==> src/rtl/console_input_ctrl.sv <==
// console_input_ctrl
//   Frame-synchronous input conditioning for the Atari 2600 core. Buttons and
//   switches are synchronised and debounced, then presented to the core so
//   that they stay constant for a whole TIA frame (latched on each vsync rise).
//   A console RESET press is stretched over a minimum number of frames. Without
//   vsync activity the outputs fall back to following the debounced inputs.
//
// Ports
//   clk          pixel clock (only clock)
//   rst_n        asynchronous active-low reset
//   btn_raw[6:0] raw buttons {right, left, down, up, select, fire, reset}
//   sw_raw[3:0]  raw switches {sw4, sw3, sw2, sw1}
//   tia_vsync    vsync level from the core
//   ui_out[6:0]  to core ui_in: {right, left, down, up, select, fire, ~console_reset}
//   sw_out[3:0]  to core uio_in[3:0]
//   frame_strobe one-cycle pulse per accepted vsync edge
//   locked       1 while frame-locked, 0 while free-running
module console_input_ctrl #(
  parameter int DEBOUNCE_CYCLES   = 50000,
  parameter int RESET_HOLD_FRAMES = 4,
  parameter int VSYNC_TIMEOUT     = 1048576
) (
  input  logic       clk,
  input  logic       rst_n,
  input  logic [6:0] btn_raw,
  input  logic [3:0] sw_raw,
  input  logic       tia_vsync,
  output logic [6:0] ui_out,
  output logic [3:0] sw_out,
  output logic       frame_strobe,
  output logic       locked
);

  localparam int NIN = 11;
  localparam int PW  = (DEBOUNCE_CYCLES > 1) ? $clog2(DEBOUNCE_CYCLES) : 1;
  localparam int WW  = (VSYNC_TIMEOUT > 1) ? $clog2(VSYNC_TIMEOUT) : 1;
  localparam int HW  = (RESET_HOLD_FRAMES > 0) ? $clog2(RESET_HOLD_FRAMES + 1) : 1;

  localparam logic [PW-1:0] PRE_LAST  = PW'(DEBOUNCE_CYCLES - 1);
  localparam logic [WW-1:0] WD_LAST   = WW'(VSYNC_TIMEOUT - 1);
  localparam logic [HW-1:0] HOLD_LOAD = HW'(RESET_HOLD_FRAMES);

  typedef enum logic {FREE = 1'b0, LOCKED = 1'b1} state_t;

  function automatic logic [HW-1:0] sat_dec(input logic [HW-1:0] v);
    return (v == '0) ? v : v - HW'(1);
  endfunction

  logic [NIN-1:0] raw_in;
  logic [NIN-1:0] sync_p0, sync_p1;
  logic           vs_p0, vs_p1, vs_p2;
  logic           vs_edge;
  logic [PW-1:0]  pre_cnt;
  logic           tick;
  logic [NIN-1:0] sh_p0, sh_p1;
  logic [NIN-1:0] db;
  logic [NIN-1:0] all_one, all_zero;
  logic [NIN-1:0] out_q;
  logic [WW-1:0]  wd_cnt;
  logic [HW-1:0]  hold_cnt;
  logic           console_reset;
  logic           load;
  logic           rst_rise;
  state_t         state, next_state;

  assign raw_in = {sw_raw, btn_raw};

  // ---- stage p0/p1: two-flop synchronisers; p2 is the vsync edge history ----
  always_ff @(posedge clk or negedge rst_n) begin
    if (!rst_n) begin
      sync_p0 <= '0;
      sync_p1 <= '0;
      vs_p0   <= 1'b0;
      vs_p1   <= 1'b0;
      vs_p2   <= 1'b0;
    end else begin
      sync_p0 <= raw_in;
      sync_p1 <= sync_p0;
      vs_p0   <= tia_vsync;
      vs_p1   <= vs_p0;
      vs_p2   <= vs_p1;
    end
  end

  assign vs_edge = vs_p1 & ~vs_p2;

  // ---- debounce sample prescaler ----
  assign tick = (pre_cnt == PRE_LAST);

  always_ff @(posedge clk or negedge rst_n) begin
    if (!rst_n) pre_cnt <= '0;
    else if (tick) pre_cnt <= '0;
    else pre_cnt <= pre_cnt + PW'(1);
  end

  // ---- debounce: the 3-sample window is the incoming sample plus the two stored ones ----
  assign all_one  = sync_p1 & sh_p0 & sh_p1;
  assign all_zero = ~sync_p1 & ~sh_p0 & ~sh_p1;

  always_ff @(posedge clk or negedge rst_n) begin
    if (!rst_n) begin
      sh_p0 <= '0;
      sh_p1 <= '0;
      db    <= '0;
    end else if (tick) begin
      sh_p0 <= sync_p1;
      sh_p1 <= sh_p0;
      db    <= (db & ~all_zero) | all_one;
    end
  end

  // ---- frame lock FSM ----
  always_comb begin
    next_state = state;
    load       = 1'b0;
    case (state)
      FREE: begin
        load = 1'b1;
        if (vs_edge) next_state = LOCKED;
      end
      LOCKED: begin
        load = vs_edge;
        // An edge in the same cycle as the timeout keeps the lock.
        if (!vs_edge && (wd_cnt == WD_LAST)) next_state = FREE;
      end
      default: next_state = FREE;
    endcase
  end

  always_ff @(posedge clk or negedge rst_n) begin
    if (!rst_n) state <= FREE;
    else state <= next_state;
  end

  always_ff @(posedge clk or negedge rst_n) begin
    if (!rst_n) wd_cnt <= '0;
    else if (vs_edge || (state == FREE)) wd_cnt <= '0;
    else if (wd_cnt != WD_LAST) wd_cnt <= wd_cnt + WW'(1);
  end

  // ---- output latch, strobe and reset stretch ----
  assign rst_rise = load & db[0] & ~out_q[0];

  always_ff @(posedge clk or negedge rst_n) begin
    if (!rst_n) begin
      out_q        <= '0;
      frame_strobe <= 1'b0;
      hold_cnt     <= '0;
    end else begin
      frame_strobe <= vs_edge;
      if (load) out_q <= db;
      // The hold only counts down on locked frames once the latched press has
      // been released, so a one-frame press stays asserted 1 + HOLD frames.
      if (rst_rise) hold_cnt <= HOLD_LOAD;
      else if ((state == LOCKED) && vs_edge && !out_q[0]) hold_cnt <= sat_dec(hold_cnt);
    end
  end

  assign console_reset = out_q[0] | (hold_cnt != '0);
  assign ui_out        = {out_q[6:1], ~console_reset};
  assign sw_out        = out_q[10:7];
  assign locked        = (state == LOCKED);

endmodule

==> config.mk <==
export PLATFORM = sky130hd
export DESIGN_NAME = console_input_ctrl
export DESIGN_NICKNAME = d
export VERILOG_FILES = /design/src/rtl/console_input_ctrl.sv
export SDC_FILE = /design/constraint.sdc
export NUM_CORES = 1
export LEC_CHECK = 0
export CORE_MARGIN = 2
export CORE_UTILIZATION = 55
export CTS_CLUSTER_DIAMETER = 150
export DETAILED_ROUTE_END_ITERATION = 10
export GPL_TIMING_DRIVEN = 0
export MAX_ROUTING_LAYER = met4
export PLACE_DENSITY = 0.75
export SETUP_SLACK_MARGIN = 0.1
export SKIP_CTS_REPAIR_TIMING = 1
export SLEW_MARGIN = 5
export SYNTH_ARGS = -nofsm -noshare
export SYNTH_HDL_FRONTEND = slang
export SYNTH_SLANG_ARGS = --single-unit
export TNS_END_PERCENT = 100
==> constraint.sdc <==
create_clock -name clk -period 2.5 [get_ports clk]
set_input_delay 0.5 -clock clk [delete_from_list [all_inputs] [get_ports clk]]
set_output_delay 0.5 -clock clk [all_outputs]
set_load 0.01 [all_outputs]
Word level (Yosys, flattened, before mapping)
Cells that the tools add are included.
{"block": "classes", "addsub": 3, "mux": 10, "bitwise_logic": 18, "eq_ne": 4, "n_reduce_logical": 11}
{"cell": "bitwise AND 11 bit", "count": 5}
{"cell": "inverter 11 bit", "count": 4}
{"cell": "two-way mux 20 bit", "count": 2}
{"cell": "adder 20 x 1 -> 20 bit (second input constant)", "count": 1}
{"cell": "== test 20 bit (second input constant)", "count": 1}
{"cell": "!= test 20 bit (second input constant)", "count": 1}
{"cell": "adder 16 x 1 -> 16 bit (second input constant)", "count": 1}
{"cell": "== test 16 bit (second input constant)", "count": 1}
{"cell": "two-way mux 16 bit", "count": 1}
{"cell": "OR 11 bit", "count": 1}
{"cell": "two-way mux 3 bit", "count": 3}
{"cell": "inverter 1 bit", "count": 4}
{"cell": "one-hot mux 1 bit (2 select lines)", "count": 2}
{"cell": "nonzero test 2 bit", "count": 2}
{"cell": "bitwise AND 1 bit", "count": 3}
{"cell": "logical AND 1 bit", "count": 3}
{"cell": "zero test 3 bit", "count": 1}
{"cell": "nonzero test 3 bit", "count": 1}
{"cell": "subtractor 3 x 1 -> 3 bit (second input constant)", "count": 1}
{"cell": "zero test 1 bit", "count": 2}
{"cell": "two-way mux 1 bit", "count": 2}
{"cell": "!= test 2 bit (second input constant)", "count": 1}
{"cell": "AND reduction 2 bit", "count": 1}
{"cell": "logical OR 1 bit", "count": 1}
{"cell": "OR 1 bit", "count": 1}
{"block": "word_totals", "reg_bits": 110, "out_inout_bits": 13, "in_bits": 14, "wordCells": 60}

Logic depth before layout (Yosys ltp)
Gate-level depths: netlist of the first run.
{"block": "logic_depth", "ltp_word": 7, "mapped_depth": 7}

Worst setup path after synthesis of the first run
OpenSTA, ideal clock, no wires.
{"block": "synth_timing", "kind": "register to register", "startpoint": "register wd_cnt[0]", "endpoint": "register wd_cnt[15]", "path_slack_ns": 0.682, "t_arrival_ns": 1.740, "required_ns": 2.422, "path_stages_with_launch": 7, "path_cell_list": "dfrtp_1 ha_1 nand2_1 nor2_1 and2_1 or4_1 a21oi_1"}
{"block": "synth_between", "elab_chain_len": 3, "word_cells_on_any_way": 5, "cone_classes": "add/sub (1); eq/ne (1); mux (2); reduce/logical (1)"}
{"item": "from (decl)", "line_no": "59", "source": "logic [WW-1:0] wd_cnt;"}
{"item": "from (signal assigned)", "line_no": "138", "source": "else if (wd_cnt != WD_LAST) wd_cnt <= wd_cnt + WW'(1);"}
{"item": "adder 20 x 1 -> 20 bit", "line_no": "138"}
{"item": "two-way mux 20 bit", "line_no": "138"}
{"item": "two-way mux 20 bit", "line_no": "137", "source": "else if (vs_edge || (state == FREE)) wd_cnt <= '0;"}
Several ways; a longest one is shown, not always the timed one. The select of a mux whose other input is x is not followed.
A chain may end at the register's enable or synchronous reset.

Final worst setup path of the first run
{"block": "layout_timing", "startpoint": "register hold_cnt[0]", "endpoint": "output ui_out[0]"}
{"block": "layout_between", "elab_chain_len": 3}
{"item": "from (decl)", "line_no": "60", "source": "logic [HW-1:0] hold_cnt;"}
{"item": "from (signal assigned)", "line_no": "155", "source": "else if ((state == LOCKED) && vs_edge && !out_q[0]) hold_cnt <= sat_dec(hold_cnt);"}
{"item": "nonzero test 3 bit", "line_no": "159", "source": "assign console_reset = out_q[0] | (hold_cnt != '0);"}
{"item": "OR 1 bit", "line_no": "159"}
{"item": "inverter 1 bit", "line_no": "160", "source": "assign ui_out = {out_q[6:1], ~console_reset};"}
{"item": "to (decl)", "line_no": "28", "source": "output logic [6:0] ui_out,"}
No other way between the ends.

==> flow_summary.ini, run 1 <==
[run_status]
outcome = finished, final reports clean

[clock_network]
htreeDepth = 3
clock_sinks = 110
cts_tree = built
insertion_delay_ns = 0.38
clock-root-buffer = clkbuf_8
cts_buffers = 9
clockBufferDepth = 2
clk_pin_slew_ns = 0.10

[floorplan]
start_util = 0.562
die_w_um = 94.9
ios = 27
core_area_sq_mm = 0.00809
dieArea_sq_mm = 0.00901
num_rows = 33
die_h_um = 94.9

[global_route]
grt_overflow_total = 0
grt_pass1_wl_mm = 14.1
grt_pass1_vias = 3077
grt_usage = 0.209
grt_max_degree = 71
antenna_found_initial = 0

[synth]
syn_avg_cell_area_sq_um = 10.4
syn_area_sq_mm = 0.00454
synthFlopType = dfrtp_1
ys_types = 41
ys_seq_area_frac = 0.606
async_flop_share = 1.00
synth-edff-count = 0
synth_cells = 439
ys_warn_count = 0
synth-seq-cells = 110
synth_fp_nets = 457

[worst_setup_path]
critPathTopFamily = buffers and inverters
rr_worst_depth = 7
critPathBufInv = 2
cp_slowest_cell = clkdlybuf4s50_1
r2r_setup_slack_ns = 0.28
critPathKind = flip-flop to output port
cp-end-kind = output port
crit_end = ui_out[0]
cp_max_fo = 4
worstPathRequired_ns = 2.00
critical_path_cell_count = 5
crit_arrival_ns = 1.76
startpoint = hold_cnt[0]$_DFFE_PN0P_
slowest_delay_ns = 0.55
start_kind = flip-flop
regToRegEndpoint = sh_p1[3]$_DFFE_PN0N_
regToRegStartpoint = pre_cnt[0]$_DFF_PN0_
crit_chain = inv_1 -> ha_1 -> nand2b_1 -> nor2_1 -> clkdlybuf4s50_1

[cells_and_area]
nNetsFinal = 495
area_growth_pct = 13.7
fill_cells = 645
num_antenna_cells = 0
drive_gt1_frac = 0.0830
final_util = 0.638

[placement]
numPortBuffers = 26
place_congestion = 0.754
hpwl_mm = 5.67

[sta]
setup_tns_ns = 0
min_period_ns = 2.26
slew_viol_final = 0
fmax_mhz = 442
fin_crit_sh = 0.906
rsz0062_at_grt = false
hold_viol_final = 0
worstMarginPinSlew_ns = 0.614
relSlewSlack = 0.587
fin_skew_ns = 0.0161
setup_violations = 0

[routing]
initialDrtViolationCount = 116
detail-route-antenna-nets = 0
wirelength_mm = 8.06
route.detailed.drc = 0
vias = 3091
routedWlPerCell_um = 13.7
viasPerCell = 5.27
drtPass1Iterations = 4

[power]
power_frac_clock = 0.340
comb_power_share = 0.048
leakagePower_nw = 2.49
switchingPower_w = 0.000780
seq_power_share = 0.612
intPower_w = 0.00228
swShare = 0.255
power_density_mw_per_mm2 = 591
ir_worst_vdd_mv = 0.349

[hold_path]
hp-class = input port to asynchronous set/reset pin

[run]
max-cap-violations = 0
==> cells in the mapped netlist, types with 5 or more instances <==
cell	count	area, sq um
a21oi_1	18	90.1
a31oi_1	12	75.1
and3_1	7	43.8
buf_4	10	75.1
clkbuf_1	9	33.8
dfrtp_1	110	2750
inv_1	8	30.0
nand2_1	119	447
nand3_1	12	60.1
nand4_1	5	31.3
nor2_1	41	154
or3_1	11	68.8
xnor2_1	20	175
xor2_1	7	61.3
==> power groups by stage <==
| stage | combinational, W | sequential [W] | clock [W] |
|---|---|---|---|
| floorplan | 0.0000703 | 0.00189 | 0 |
| global placement | 0.000141 | 0.00190 | 0 |
| detailed placement | 0.000152 | 0.00190 | 0 |
| CTS | 0.000152 | 0.00187 | 0.00107 |
| global route | 0.000171 | 0.00188 | 0.00114 |
| finish | 0.000147 | 0.00187 | 0.00104 |
==> cell families (layout without fill, tap and decap cells) <==
family                     Yosys count  after routing  share of synthesized area
and+or+nand+nor                    225            225                      0.240
DFF                                110            110                      0.606
AOI/OAI and AO/OA                   39             39                     0.0504
buffers and inverters               31             74                     0.0347
xor gates and xnor gates            27             27                     0.0520
adders and majority gates            4              4                     0.0110
muxes                                3              3                    0.00661
==> sequential cells by signal, indices dropped and copies added, names as in the netlist <==
register,cells
sync_p0,11
db,11
wd_cnt,20
pre_cnt,16
hold_cnt,3
sh_p0,11
vs_p0,1
vs_p2,1
sh_p1,11
locked,1
vs_p1,1
frame_strobe,1
out_q,11
sync_p1,11
==> cell usage in the layout (no fill, tap or decap), types with 2 or more instances in the layout <==
cell / count
clkbuf_2: 2
nand3_1: 12
or3_1: 11
nand2b_1: 2
and3_1: 7
nor4_1: 3
xor2_1: 7
a211oi_1: 4
inv_1: 8
nor2_1: 41
clkinv_8: 2
nand4b_1: 2
buf_4: 10
and2_1: 2
and4bb_1: 2
a31oi_1: 12
nand2_1: 119
clkbuf_8: 9
nor3_1: 3
mux2i_1: 3
dfrtp_1: 110
a21oi_1: 18
xnor2_1: 20
clkbuf_1: 7
o22ai_1: 2
buf_2: 3
clkdlybuf4s50_1: 25
ha_1: 4
inv_6: 2
nor4b_2: 3
and4_1: 3
nand4_1: 5
==> layout make-up <==
cell class / instances / area [sq um] / share of cell area
flip-flops and latches: 110 / 2750 / 0.533
inverters: 8 / 30.0 / 0.00581
clock inverters: 7 / 75.1 / 0.0145
well taps: 105 / 131 / 0.0254
clock buffers: 9 / 124 / 0.0240
multi-input cells: 298 / 1630 / 0.316
plain buffers: 23 / 130 / 0.0252
repair buffers: 27 / 289 / 0.0559
==> through the flow <==
step                      total power [W]  cells  setup WS [ns]  hold slack (ns)  instance area, sq um
after floorplan                   0.00197    439          0.682            0.204                  4540
after global placement            0.00204    570          -3.19            0.332                  4940
after detailed placement          0.00206    571          0.154            0.335                  4960
after CTS                         0.00309    587          0.128           0.0327                  5160
after global routing              0.00319    587          0.123           0.0411                  5170
final                             0.00306    587          0.236           0.0330                  5170
==> per-layer routing <==
layer	vias to the layer above	global-route usage	share of wire
met5	-	-	0
met3	8	0.0479	0.029
met1	1517	0.257	0.46
met2	38	0.356	0.51
met4	0	0.0471	0.0063
li1	1528	-	-
==> worst min path at each step <==
stage	endpoint	slack, ns	cells past startpoint
after floorplan	db[0]$_DFFE_PN0N_	0.20	0
after global placement	sync_p1[7]$_DFF_PN0_	0.33	0
after detailed placement	sync_p1[4]$_DFF_PN0_	0.33	0
after CTS	sync_p1[2]$_DFF_PN0_	0.03	1
after global routing	wd_cnt[14]$_DFFE_PN0P_	0.04	1
final	out_q[0]$_DFFE_PN0N_	0.03	1
==> worst register-to-register path, stage by stage, from the launching register on <==
cell and delay (ns):
dfrtp_1 0.44, ha_1 0.26, and3_1 0.23, nand4_1 0.28
clkbuf_2 0.33, clkbuf_1 0.42, nand2_1 0.13, nand2_1 0.09
Note: power is estimated with default switching activity, not from simulation.
==> inputs of run 2 (changes only) <==
--- a/config.mk
+++ b/config.mk
@@ -8,6 +8,7 @@
 export CORE_MARGIN = 2
 export CORE_UTILIZATION = 55
 export CTS_CLUSTER_DIAMETER = 150
+export CTS_CLUSTER_SIZE = 20
 export DETAILED_ROUTE_END_ITERATION = 10
 export GPL_TIMING_DRIVEN = 0
 export MAX_ROUTING_LAYER = met4
==> results of run 2 <==
Final layout, timing and power as in run 1 (identical DEF).
==> inputs of run 3 (changes only) <==
--- a/config.mk
+++ b/config.mk
@@ -12,7 +12,7 @@
 export DETAILED_ROUTE_END_ITERATION = 10
 export GPL_TIMING_DRIVEN = 0
 export MAX_ROUTING_LAYER = met4
-export PLACE_DENSITY = 0.75
+export PLACE_DENSITY_LB_ADDON = 0.12
 export SETUP_SLACK_MARGIN = 0.1
 export SKIP_CTS_REPAIR_TIMING = 1
 export SLEW_MARGIN = 5
==> constraint.sdc (replaced) <==
create_clock -name clk -period 2.5 [get_ports clk]
set_input_delay 0.75 -clock clk [delete_from_list [all_inputs] [get_ports clk]]
set_output_delay 0.75 -clock clk [all_outputs]
set_load 0.01 [all_outputs]
==> flow_summary.ini, run 3 (synthesis gave the netlist of run 1 again) <==
[cells_and_area]
drive_gt1_frac = 0.0851
fill_cells = 657
num_antenna_cells = 0
final_area_sq_mm = 0.00519
nNetsFinal = 495
largest-register = wd_cnt
largestRegisters = wd_cnt x20, pre_cnt x16
layout_common_cells = nand2_1, dfrtp_1, nor2_1
final_common_cell = nand2_1
multi_input_area_sq_mm = 0.00163
seqCellArea_sq_mm = 0.00275
final_util = 0.642
area_growth_pct = 14.3
layout.cells.non_filler = 587
largest_register_ffs = 20

[routing]
top_layer = met4
route.detailed.drc = 0
wirelength_mm = 7.98
viasPerCell = 5.20
routedWlPerCell_um = 13.6
route.met3.wl_um = 248
vias = 3053
wl_met1_mm = 3.69
detail-route-antenna-nets = 0
wl_met2_mm = 3.95
initialDrtViolationCount = 151
drtPass1Iterations = 4

[placement]
place_congestion = 0.787
placed_cell_area_sq_mm = 0.00496
hpwl_mm = 5.41
dp_cells = 571
numPortBuffers = 26

[clock_network]
clockBufferDepth = 2
clk_pin_slew_ns = 0.12
clock_sinks = 110
clock-root-buffer = clkbuf_8
cts_tree = built
htreeDepth = 3
insertion_delay_ns = 0.38
cts_buffers = 9

[power]
leakagePower_nw = 2.50
power_density_mw_per_mm2 = 602
ir_worst_vdd_mv = 0.419

[sta]
fin_crit_sh = 0.880
hold_viol_final = 0
fmax_mhz = 454
fin_skew_ns = 0.0171
slew_viol_final = 0
relSlewSlack = 0.564
setup_violations = 0
min_period_ns = 2.20
rsz0062_at_grt = false
worstMarginPinSlew_ns = 0.649
whs_ns = 0.260

[worst_setup_path]
cp_slowest_cell = dfrtp_1
cp_max_fo = 10
start_kind = flip-flop
critPathKind = flip-flop to flip-flop
crit_chain = ha_1 -> and3_1 -> nand4_1 -> clkbuf_2 -> or3_1 -> a21oi_1 -> nor2_1
cp-end-kind = flip-flop
slowest_delay_ns = 0.42
worstPathRequired_ns = 2.77
crit_arrival_ns = 2.47

[global_route]
grt_pass1_vias = 2940
grt_usage = 0.207
grt_max_degree = 74
antenna_found_initial = 0
grt_pass1_wl_mm = 13.9
grt_overflow_total = 0

[floorplan]
die_w_um = 94.9
start_util = 0.562
die_h_um = 94.9
ios = 27
num_rows = 33
core_area_sq_mm = 0.00809
dieArea_sq_mm = 0.00901

[hold_path]
hp-class = input port to asynchronous set/reset pin

[run]
max-cap-violations = 0

[run_status]
outcome = finished, final reports clean
==> run 3: final timing paths <==
path / slack (ns) / to / depth (start not counted) / startpoint
worst max-delay path: 0.30 / db[2]$_DFFE_PN0N_ / 7 / pre_cnt[0]$_DFF_PN0_
worst min-delay path: 0.26 / wd_cnt[7]$_DFFE_PN0P_ / 1 / rst_n
worst max register to register: 0.30 / db[2]$_DFFE_PN0N_ / 7 / pre_cnt[0]$_DFF_PN0_
worst min register to register: 0.36 / vs_p1$_DFF_PN0_ / 0 / vs_p0$_DFF_PN0_
max in group asynchronous: 1.58 / sh_p0[4]$_DFFE_PN0N_ / 2 / rst_n
min in group clk: 0.36 / vs_p1$_DFF_PN0_ / 0 / vs_p0$_DFF_PN0_
==> run 3: per-layer routing <==
layer / up-vias / GRT usage
li1: 1532 / -
met1: 1473 / 0.267
met2: 42 / 0.335
met3: 6 / 0.0503
met5: - / -
met4: 0 / 0.0507
==> run 3: layout make-up <==
class | instances | area share
plain buffers | 23 | 0.0251
clock buffers | 9 | 0.0238
flip-flops and latches | 110 | 0.530
inverters | 8 | 0.00578
clock inverters | 7 | 0.0193
repair buffers | 27 | 0.0561
well taps | 105 | 0.0253
multi-input cells | 298 | 0.315
==> run 3: per-stage QoR <==
step / setup WS, ns / TNS (ns) / total power, W
after detailed placement: 0.119 / 0 / 0.00205
after global routing: 0.0997 / 0 / 0.00326
after global placement: -3.50 / -383.73 / 0.00205
final: 0.300 / 0 / 0.00312
after floorplan: 0.682 / 0 / 0.00197
after CTS: -0.0140 / -0.0140 / 0.00316
==> run 3: where the power goes <==
| group | switching, W | internal [W] | total [W] |
|---|---|---|---|
| sequential | 0.0000417 | 0.00183 | 0.00187 |
| combinational | 0.0000935 | 0.0000565 | 0.000150 |
| clock | 0.000691 | 0.000416 | 0.00111 |
==> run 3: critical path, delay by kind of cell, from the launching register on <==
kind | cells | cell delay [ns]
AND/OR/NAND/NOR | 4 | 0.96
flip-flops | 1 | 0.42
buffers and inverters | 1 | 0.32
adder cells (fa/ha/maj) | 1 | 0.23
AO/OA/AOI/OAI | 1 | 0.16
